===== src/rtl/mc_wr_fifo_pkg.sv =====
// Shared definitions for the memory-controller write-data FIFO: beat layout
// and burst FSM state encodings.
package mc_wr_fifo_pkg;

  localparam int DATA_W = 32;
  localparam int MASK_W = 4;
  localparam int BEAT_W = MASK_W + DATA_W;

  typedef enum logic [1:0] {
    IDLE  = 2'd0,
    READY = 2'd1,
    DRAIN = 2'd2
  } state_t;

endpackage


===== src/rtl/mc_wr_fifo_ptr.sv =====
// Pointer, level, full/empty and sticky error bookkeeping for mc_wr_fifo.
// Pointers carry one extra wrap bit so full and empty are distinguishable.
module mc_wr_fifo_ptr #(
  parameter int AW = 2
) (
  input  logic          clk,
  input  logic          rst,
  input  logic          clr,
  input  logic          we,
  input  logic          re,
  output logic          push,
  output logic          pop,
  output logic [AW-1:0] wr_addr,
  output logic [AW-1:0] rd_addr,
  output logic [AW:0]   level,
  output logic          full,
  output logic          empty,
  output logic          ovf,
  output logic          udf
);

  localparam logic [AW:0] PTR_STEP = {{AW{1'b0}}, 1'b1};

  logic [AW:0] wr_ptr;
  logic [AW:0] rd_ptr;

  // Flags derive only from registered pointers, so we/re never reach them combinationally.
  assign full    = (wr_ptr[AW-1:0] == rd_ptr[AW-1:0]) && (wr_ptr[AW] != rd_ptr[AW]);
  assign empty   = (wr_ptr == rd_ptr);
  assign level   = wr_ptr - rd_ptr;
  assign wr_addr = wr_ptr[AW-1:0];
  assign rd_addr = rd_ptr[AW-1:0];

  assign push = we & (~full | re);
  assign pop  = re & ~empty;

  // NOTE: sequential state uses non-blocking assignments so every register
  // samples pre-edge values, regardless of statement order.
  always_ff @(posedge clk or posedge rst) begin
    if (rst) begin
      wr_ptr <= '0;
      rd_ptr <= '0;
      ovf    <= 1'b0;
      udf    <= 1'b0;
    end else if (clr) begin
      wr_ptr <= '0;
      rd_ptr <= '0;
      ovf    <= 1'b0;
      udf    <= 1'b0;
    end else begin
      if (push) wr_ptr <= wr_ptr + PTR_STEP;
      if (pop)  rd_ptr <= rd_ptr + PTR_STEP;
      ovf <= ovf | (we & ~push);
      udf <= udf | (re & empty);
    end
  end

endmodule


===== src/rtl/mc_wr_fifo.sv =====
// Host-to-memory write-data FIFO with a burst-ready FSM for the sequencer.
// Optional macro MC_WR_FIFO_PARITY_EN adds per-entry even parity and par_err.
module mc_wr_fifo
  import mc_wr_fifo_pkg::*;
#(
  parameter int AW        = 2,
  parameter int BURST_LEN = 4
) (
  input  logic              clk,
  input  logic              rst,
  input  logic              clr,
  input  logic [BEAT_W-1:0] din,
  input  logic              we,
  output logic              full,
  input  logic              re,
  output logic [BEAT_W-1:0] dout,
  output logic              empty,
  output logic [AW:0]       level,
  input  logic              flush,
  output logic              burst_rdy,
  output logic [AW:0]       burst_beats,
  output logic              ovf,
  output logic              udf
`ifdef MC_WR_FIFO_PARITY_EN
  ,
  output logic              par_err
`endif
);

  localparam int          DEPTH     = 1 << AW;
  localparam logic [AW:0] BL        = BURST_LEN[AW:0];
  localparam logic [AW:0] LAST_BEAT = {{AW{1'b0}}, 1'b1};
`ifdef MC_WR_FIFO_PARITY_EN
  localparam int          MEM_W     = BEAT_W + 1;
`else
  localparam int          MEM_W     = BEAT_W;
`endif

  logic          push;
  logic          pop;
  logic [AW-1:0] wr_addr;
  logic [AW-1:0] rd_addr;

  mc_wr_fifo_ptr #(.AW(AW)) u_ptr (
    .clk     (clk),
    .rst     (rst),
    .clr     (clr),
    .we      (we),
    .re      (re),
    .push    (push),
    .pop     (pop),
    .wr_addr (wr_addr),
    .rd_addr (rd_addr),
    .level   (level),
    .full    (full),
    .empty   (empty),
    .ovf     (ovf),
    .udf     (udf)
  );

  // ---------------------------------------------------------------- storage
  logic [MEM_W-1:0] mem [DEPTH];
  logic [MEM_W-1:0] head;

  // NOTE: the storage array has no reset; only pointers define validity, so
  // clearing it would just add reset fan-out to every entry.
  always_ff @(posedge clk) begin
`ifdef MC_WR_FIFO_PARITY_EN
    if (push) mem[wr_addr] <= {^din, din};
`else
    if (push) mem[wr_addr] <= din;
`endif
  end

  assign head = mem[rd_addr];
  assign dout = head[BEAT_W-1:0];

`ifdef MC_WR_FIFO_PARITY_EN
  always_ff @(posedge clk or posedge rst) begin
    if (rst)      par_err <= 1'b0;
    else if (clr) par_err <= 1'b0;
    else          par_err <= par_err | (pop & (head[BEAT_W] != ^dout));
  end
`endif

  // ------------------------------------------------------------- burst FSM
  state_t      state;
  state_t      state_nxt;
  logic        rdy_nxt;
  logic        burst_start;
  logic        flush_pend;
  logic [AW:0] beats_left;
  logic [AW:0] start_beats;

  assign burst_start = (level >= BL) || ((flush_pend | flush) && (level != '0));
  assign start_beats = (level < BL) ? level : BL;

  always_ff @(posedge clk or posedge rst) begin
    if (rst) begin
      state       <= IDLE;
      burst_rdy   <= 1'b0;
      burst_beats <= '0;
      beats_left  <= '0;
      flush_pend  <= 1'b0;
    end else if (clr) begin
      state       <= IDLE;
      burst_rdy   <= 1'b0;
      burst_beats <= '0;
      beats_left  <= '0;
      flush_pend  <= 1'b0;
    end else begin
      state     <= state_nxt;
      burst_rdy <= rdy_nxt;
      if (state == IDLE && state_nxt == READY) begin
        burst_beats <= start_beats;
        beats_left  <= start_beats;
      end else if (pop && state != IDLE && beats_left != '0) begin
        beats_left <= beats_left - LAST_BEAT;
      end
      // A flush arriving as READY is left still counts toward the next burst.
      if (state == READY && state_nxt != READY) flush_pend <= flush;
      else if (flush)                           flush_pend <= 1'b1;
    end
  end

  // NOTE: every combinational output gets a default first so no path through
  // the case statement can leave it unassigned and infer a latch.
  always_comb begin
    state_nxt = state;
    unique case (state)
      IDLE:    if (burst_start) state_nxt = READY;
      READY:   if (pop) state_nxt = (beats_left == LAST_BEAT) ? IDLE : DRAIN;
      DRAIN:   if (pop && beats_left == LAST_BEAT) state_nxt = IDLE;
      default: state_nxt = IDLE;
    endcase
  end

  // burst_rdy rises the cycle after READY is entered and drops with the first pop.
  always_comb begin
    rdy_nxt = (state == READY) && (state_nxt == READY);
  end

endmodule


===== config.mk =====
export PLATFORM = sky130hd
export DESIGN_NAME = mc_wr_fifo
export DESIGN_NICKNAME = d
export VERILOG_FILES = /design/src/rtl/mc_wr_fifo_pkg.sv /design/src/rtl/mc_wr_fifo_ptr.sv /design/src/rtl/mc_wr_fifo.sv
export SDC_FILE = /design/constraint.sdc
export NUM_CORES = 1
export LEC_CHECK = 0
export ABC_AREA = 0
export ABC_CLOCK_PERIOD_IN_PS = 4100
export CAP_MARGIN = 20
export CELL_PAD_IN_SITES_DETAIL_PLACEMENT = 1
export CELL_PAD_IN_SITES_GLOBAL_PLACEMENT = 1
export CORE_MARGIN = 5
export CORE_UTILIZATION = 35
export CTS_CLUSTER_SIZE = 8
export DETAILED_ROUTE_END_ITERATION = 10
export GPL_ROUTABILITY_DRIVEN = 0
export GPL_TIMING_DRIVEN = 1
export PLACE_DENSITY_LB_ADDON = 0.12
export SLEW_MARGIN = 20
export SYNTH_ARGS = -nofsm -noshare
export SYNTH_HDL_FRONTEND = slang
export SYNTH_SLANG_ARGS = --single-unit

===== constraint.sdc =====
create_clock -name clk -period 4.1 [get_ports clk]
set_input_delay 0.615 -clock clk [delete_from_list [all_inputs] [get_ports clk]]
set_output_delay 0.615 -clock clk [all_outputs]
set_load 0.03 [all_outputs]

# Yosys cells after proc, flatten, opt, wreduce, memory -nomap -nowiden
# Memory sizes are Yosys's and may differ from the RTL's.
# Cells that the tools add are included.
# totals
ramBits	144
out_inout_bits	47
input_bits	42
memories	1
register_bits	18
elab_cells	77
# mem_list
memory	depth	word_bits	rd	rd_clocked_by_memory_dff	write_ports	line_no	rtl
mem	4	36	1	0	1	mc_wr_fifo.sv:62	logic [MEM_W-1:0] mem [DEPTH];
# op_classes
reduce_logical	18
n_lt_le_gt_ge	2
n_eq_ne	8
n_mux	24
addsub	4
bitwise	11
# op_table
operator	n
$mux W3	10
$reduce_bool A3 Y1	4
$mux W2	5
$logic_and A1 B1 Y1	8
$mux W1	8
$reduce_bool A2 Y1	4
$add A3 B1 Y3 const B	2
$pmux W2 S3	1
$and A1 B1 Y1	4
$eq A2 B1 Y1 const B	2
$or A1 B1 Y1	4
$eq A3 B1 Y1 const B	1
$eq A3 B3 Y1	1
$ge A3 B3 Y1 const B	1
$lt A3 B3 Y1 const B	1
$not A1 Y1	3
$sub A3 B1 Y3 const B	1
$sub A3 B3 Y3	1
$eq A2 B2 Y1	1
$eq A2 B2 Y1 const B	1
$logic_not A2 Y1	1
$ne A2 B1 Y1 const B	1
$logic_or A1 B1 Y1	1
$ne A1 B1 Y1	1

# Logic depth before layout (Yosys ltp)
# logic_depth
depth_word	10
mapped_depth	8
mapped_depth_nobuf	7

# Modules after synthesis
# Synthesis repeated with hierarchy kept, for this count alone.
# unflattened
hier_cells	314
hier_area_um2	6338.6
# by_module_without_submodules
module	area_each_um2	n_inst	seq_area_each_um2	cells_per_inst
mc_wr_fifo	5771.8	1	4574.4	254
mc_wr_fifo_ptr	566.8	1	200.2	60

# Worst setup path before layout
# OpenSTA, ideal clock, no wires.
# synth_timing
path_type	register to register
from	register u_ptr.rd_ptr[1]
to	memory mem[0][0] (netlist name), enable pin
synth_period_minus_slack_ns	3.614
n_path_buf	2
t_arrival_ns	3.185
required_time_ns	3.671
setup_ns	0.429
path_stages_with_launch	8
setup_slack_ns	0.486
path_cell_list	dfrtp_1 buf_2 buf_1 inv_1 ha_1 nand2_1 o31ai_4 nor2_1
# synth_via
elab_chain_cells	7
# synth_lines
element	line_no	rtl
start, declared	mc_wr_fifo_ptr.sv:25	logic [AW:0] rd_ptr;
start signal, assigned	mc_wr_fifo_ptr.sv:52	if (pop) rd_ptr <= rd_ptr + PTR_STEP;
$eq A2 B2 Y1	mc_wr_fifo_ptr.sv:28	assign full = (wr_ptr[AW-1:0] == rd_ptr[AW-1:0]) && (wr_ptr[AW] != rd_ptr[AW]);
$logic_and A1 B1 Y1	mc_wr_fifo_ptr.sv:28	
$not A1 Y1	mc_wr_fifo_ptr.sv:34	assign push = we & (~full | re);
$or A1 B1 Y1	mc_wr_fifo_ptr.sv:34	
$and A1 B1 Y1	mc_wr_fifo_ptr.sv:34	
$mux W1	mc_wr_fifo.sv:71	if (push) mem[wr_addr] <= din;
$mux W1 (implied by the code)	mc_wr_fifo.sv:71	
end, declared	mc_wr_fifo.sv:62	
# Every way passes these cells.

# Worst setup path in the final report
# layout_timing
from	register u_ptr.rd_ptr[0]
to	output dout[32]
# layout_via
elab_chain_cells	1
# layout_lines
element	line_no	rtl
$mem_v2 Z4 W36	-	
end, declared	mc_wr_fifo.sv:16	output logic [BEAT_W-1:0] dout,
# Every way passes these cells.

==> flow_summary.json <==
{
  "row_count": 49,
  "vias_per_cell": 4.81,
  "portBuffers": 88,
  "multiInputGateArea_mm2": 0.00146,
  "min_path_type": "reg2reg",
  "clock_sinks": 162,
  "yosysSeqAreaShare_pct": 75.7,
  "worstPathMaxFanout": 25,
  "worst_setup_path_start_kind": "flop",
  "nFillCells": 1694,
  "yosysTopAreaCellShare_pct": 68.5,
  "drive_gt1_share_pct": 20.4,
  "grt_pass1_wl_um": 20600,
  "reg2reg_from": "u_ptr.rd_ptr[1]$_DFFE_PP0P_",
  "hold_viol_final": 0,
  "dp_hpwl_um": 8480,
  "criticalPathCategory": "reg2out",
  "die_w_um": 144,
  "worst-slew-pin-transition_ns": 0.768,
  "rsz0062_at_grt": "no",
  "dr.pass1.iters": 4,
  "synthFlopType": "edfxtp_1",
  "wl_per_cell_um": 20.1,
  "holdCritStartpoint": "u_ptr.ovf$_DFF_PP0_",
  "whs_endpoint": "u_ptr.ovf$_DFF_PP0_",
  "clkTransAtPathRegs_ns": 0.06,
  "layout_worst_path_cycle_share_pct": 80.9,
  "post_cts_buffers": 0,
  "diodes": 0,
  "first_global_vias": 3569,
  "r2r_end": "mem[1][24]$_DFFE_PP_",
  "dp.cells": 619,
  "ioPinCount": 89,
  "cts_buffers": 17,
  "core-area_mm2": 0.0178,
  "hold_ws_ns": 0.503,
  "syn_nets": 359,
  "use_met3_pct": 3.97,
  "die_h_um": 144,
  "seq_area_mm2": 0.00478,
  "synth.avg_cell_area_um2": 20.6,
  "synth_edf_count": 144,
  "clock_latency_ns": 0.42,
  "finalNonFillerCells": 651,
  "fmax_ghz": 0.302,
  "ys_top_cells_by_count": "144 x edfxtp_1, 36 x mux4_2, 18 x dfrtp_1, 18 x nor2_1, 15 x inv_1",
  "critical_path_required_ns": 3.48,
  "grt_overflow": 0,
  "grt-busiest-layer": "met2",
  "antenna_found_initial": 0,
  "worstPathArrival_ns": 2.70,
  "cts.repair.resized": 0,
  "finalPower_mw": 4.68,
  "root_buffer": "clkbuf_16",
  "die_area_mm2": 0.0208,
  "final_util_pct": 45.2,
  "post-place-ws_ns": 1.14,
  "slew_viol_final": 0,
  "syn_to_final_growth_pct": 27.9,
  "drv_cap": 0,
  "yosysMostFrequentCell": "edfxtp_1",
  "drtIter0Drc": 155,
  "wl_um": 13100,
  "clock_path_buffers": 2,
  "ys_ff_latch": 162,
  "met2_usage_pct": 21.2,
  "initial_core_util_pct": 35.4,
  "tritoncts": "yes",
  "rr_worst_depth": 6,
  "drc": 0,
  "grt_start_max_net_pins": 26,
  "postLayoutCellArea_mm2": 0.00807,
  "placed_area_mm2": 0.00751,
  "cp-end-kind": "output port",
  "syn_area_mm2": 0.00631,
  "vias": 3130,
  "power_density_mw_per_mm2": 581,
  "ys_warn_count": 0,
  "vdd_drop_max_mv": 0.287,
  "synthArstFlopShare_pct": 11.1,
  "relSlewSlack_pct": 48.7,
  "status": "finished clean",
  "htreeDepth": 4,
  "fin_nets": 462,
  "finalCriticalPeriod_ns": 3.32,
  "grt_use_total_pct": 13.4,
  "yosysTopAreaCell": "edfxtp_1",
  "final.setup.worst_slack_ns": 0.785,
  "setup-violations-final": 0,
  "synthCells": 306,
  "final.setup_skew_ns": 0.00902,
  "drtAntennaViolNets": 0,
  "synth_cell_types": 33,
  "final.setup.tns_ns": 0,
  "min_path_cells": 2,
  "p_leak_nw": 2.72,
  "synth_area_leaders": "edfxtp_1 69%, mux4_2 13%, dfrtp_1 7.1%",
  "reg2reg_slack_ns": 1.27,
  "cts_hold_buf": 0,
  "use_met1_pct": 17.5
}
state kept, by name, indices dropped and copies added, names as in the netlist:
name          count
u_ptr.ovf         1
burst_rdy         1
u_ptr.wr_ptr      3
u_ptr.rd_ptr      3
burst_beats       3
flush_pend        1
beats_left        3
state             2
u_ptr.udf         1
mem             144
cells by family (layout without fill, tap and decap cells):
kind of cell             after synthesis  count (layout)  share of synthesized area [%]
XOR/XNOR                               7               7                           1.23
AO/OA/AOI/OAI                         25              25                           3.13
adder cells (fa/ha/maj)               11              11                           2.30
AND/OR/NAND/NOR                       36              36                           2.68
buffers and inverters                 26             142                           1.67
flip-flops                           162             162                           75.7
multiplexers                          39              39                           13.3
critical path, cell delays in order, from the launching register on:
cell             delay (ns)
dfrtp_2                0.54
buf_4                  0.52
mux4_2                 0.59
clkdlybuf4s50_1        0.63
cell usage in the layout (no fill, tap or decap), types with 2 or more instances in the layout:
cell type / netlist / final
nor2b_1: 3 / 3
clkbuf_16: 0 / 17
ha_1: 10 / 10
nor2_4: 0 / 4
clkdlybuf4s50_1: 0 / 88
xnor2_1: 3 / 3
dfrtp_2: 0 / 2
a21oi_1: 10 / 10
clkinv_2: 0 / 3
inv_1: 15 / 15
or2_2: 2 / 2
mux2i_1: 3 / 3
xor2_1: 3 / 3
nand2b_1: 3 / 3
dfrtp_1: 18 / 16
nand2_1: 6 / 6
o21ai_0: 3 / 3
mux4_2: 36 / 36
o211ai_1: 3 / 3
clkinvlp_4: 0 / 3
nor2_1: 18 / 14
inv_6: 0 / 4
edfxtp_1: 144 / 144
buf_4: 0 / 7
or3_1: 2 / 2
power breakdown:
part	switching [mW]	internal, mW
Sequential	0.0620	1.91
Clock	0.659	0.842
Combinational	0.675	0.534
how the worst max path moves through the flow:
stage / depth (start not counted) / endpoint / from
after floorplan: 7 / mem[0][0]$_DFFE_PP_ / u_ptr.rd_ptr[1]$_DFFE_PP0P_
after global placement: 3 / dout[9] / u_ptr.rd_ptr[0]$_DFFE_PP0P_
after detailed placement: 3 / dout[9] / u_ptr.rd_ptr[0]$_DFFE_PP0P_
after CTS: 3 / dout[9] / u_ptr.rd_ptr[0]$_DFFE_PP0P_
after global routing: 3 / dout[18] / u_ptr.rd_ptr[0]$_DFFE_PP0P_
final: 3 / dout[32] / u_ptr.rd_ptr[0]$_DFFE_PP0P_
layout make-up:
| class | count | area share, % |
|---|---|---|
| flip-flops and latches | 162 | 59.2 |
| multi-input cells | 118 | 18.1 |
| repair buffers | 95 | 11.6 |
| clock buffers | 18 | 5.32 |
| well taps | 229 | 3.55 |
| clock inverters | 14 | 1.57 |
| inverters | 15 | 0.698 |
metal layers:
layer	part of all wire, %	routed length (um)
met1	45	5860
met2	49	6390
met3	4.7	617
met4	1.5	199
met5	0	0
Note: power is estimated with default switching activity, not from simulation.
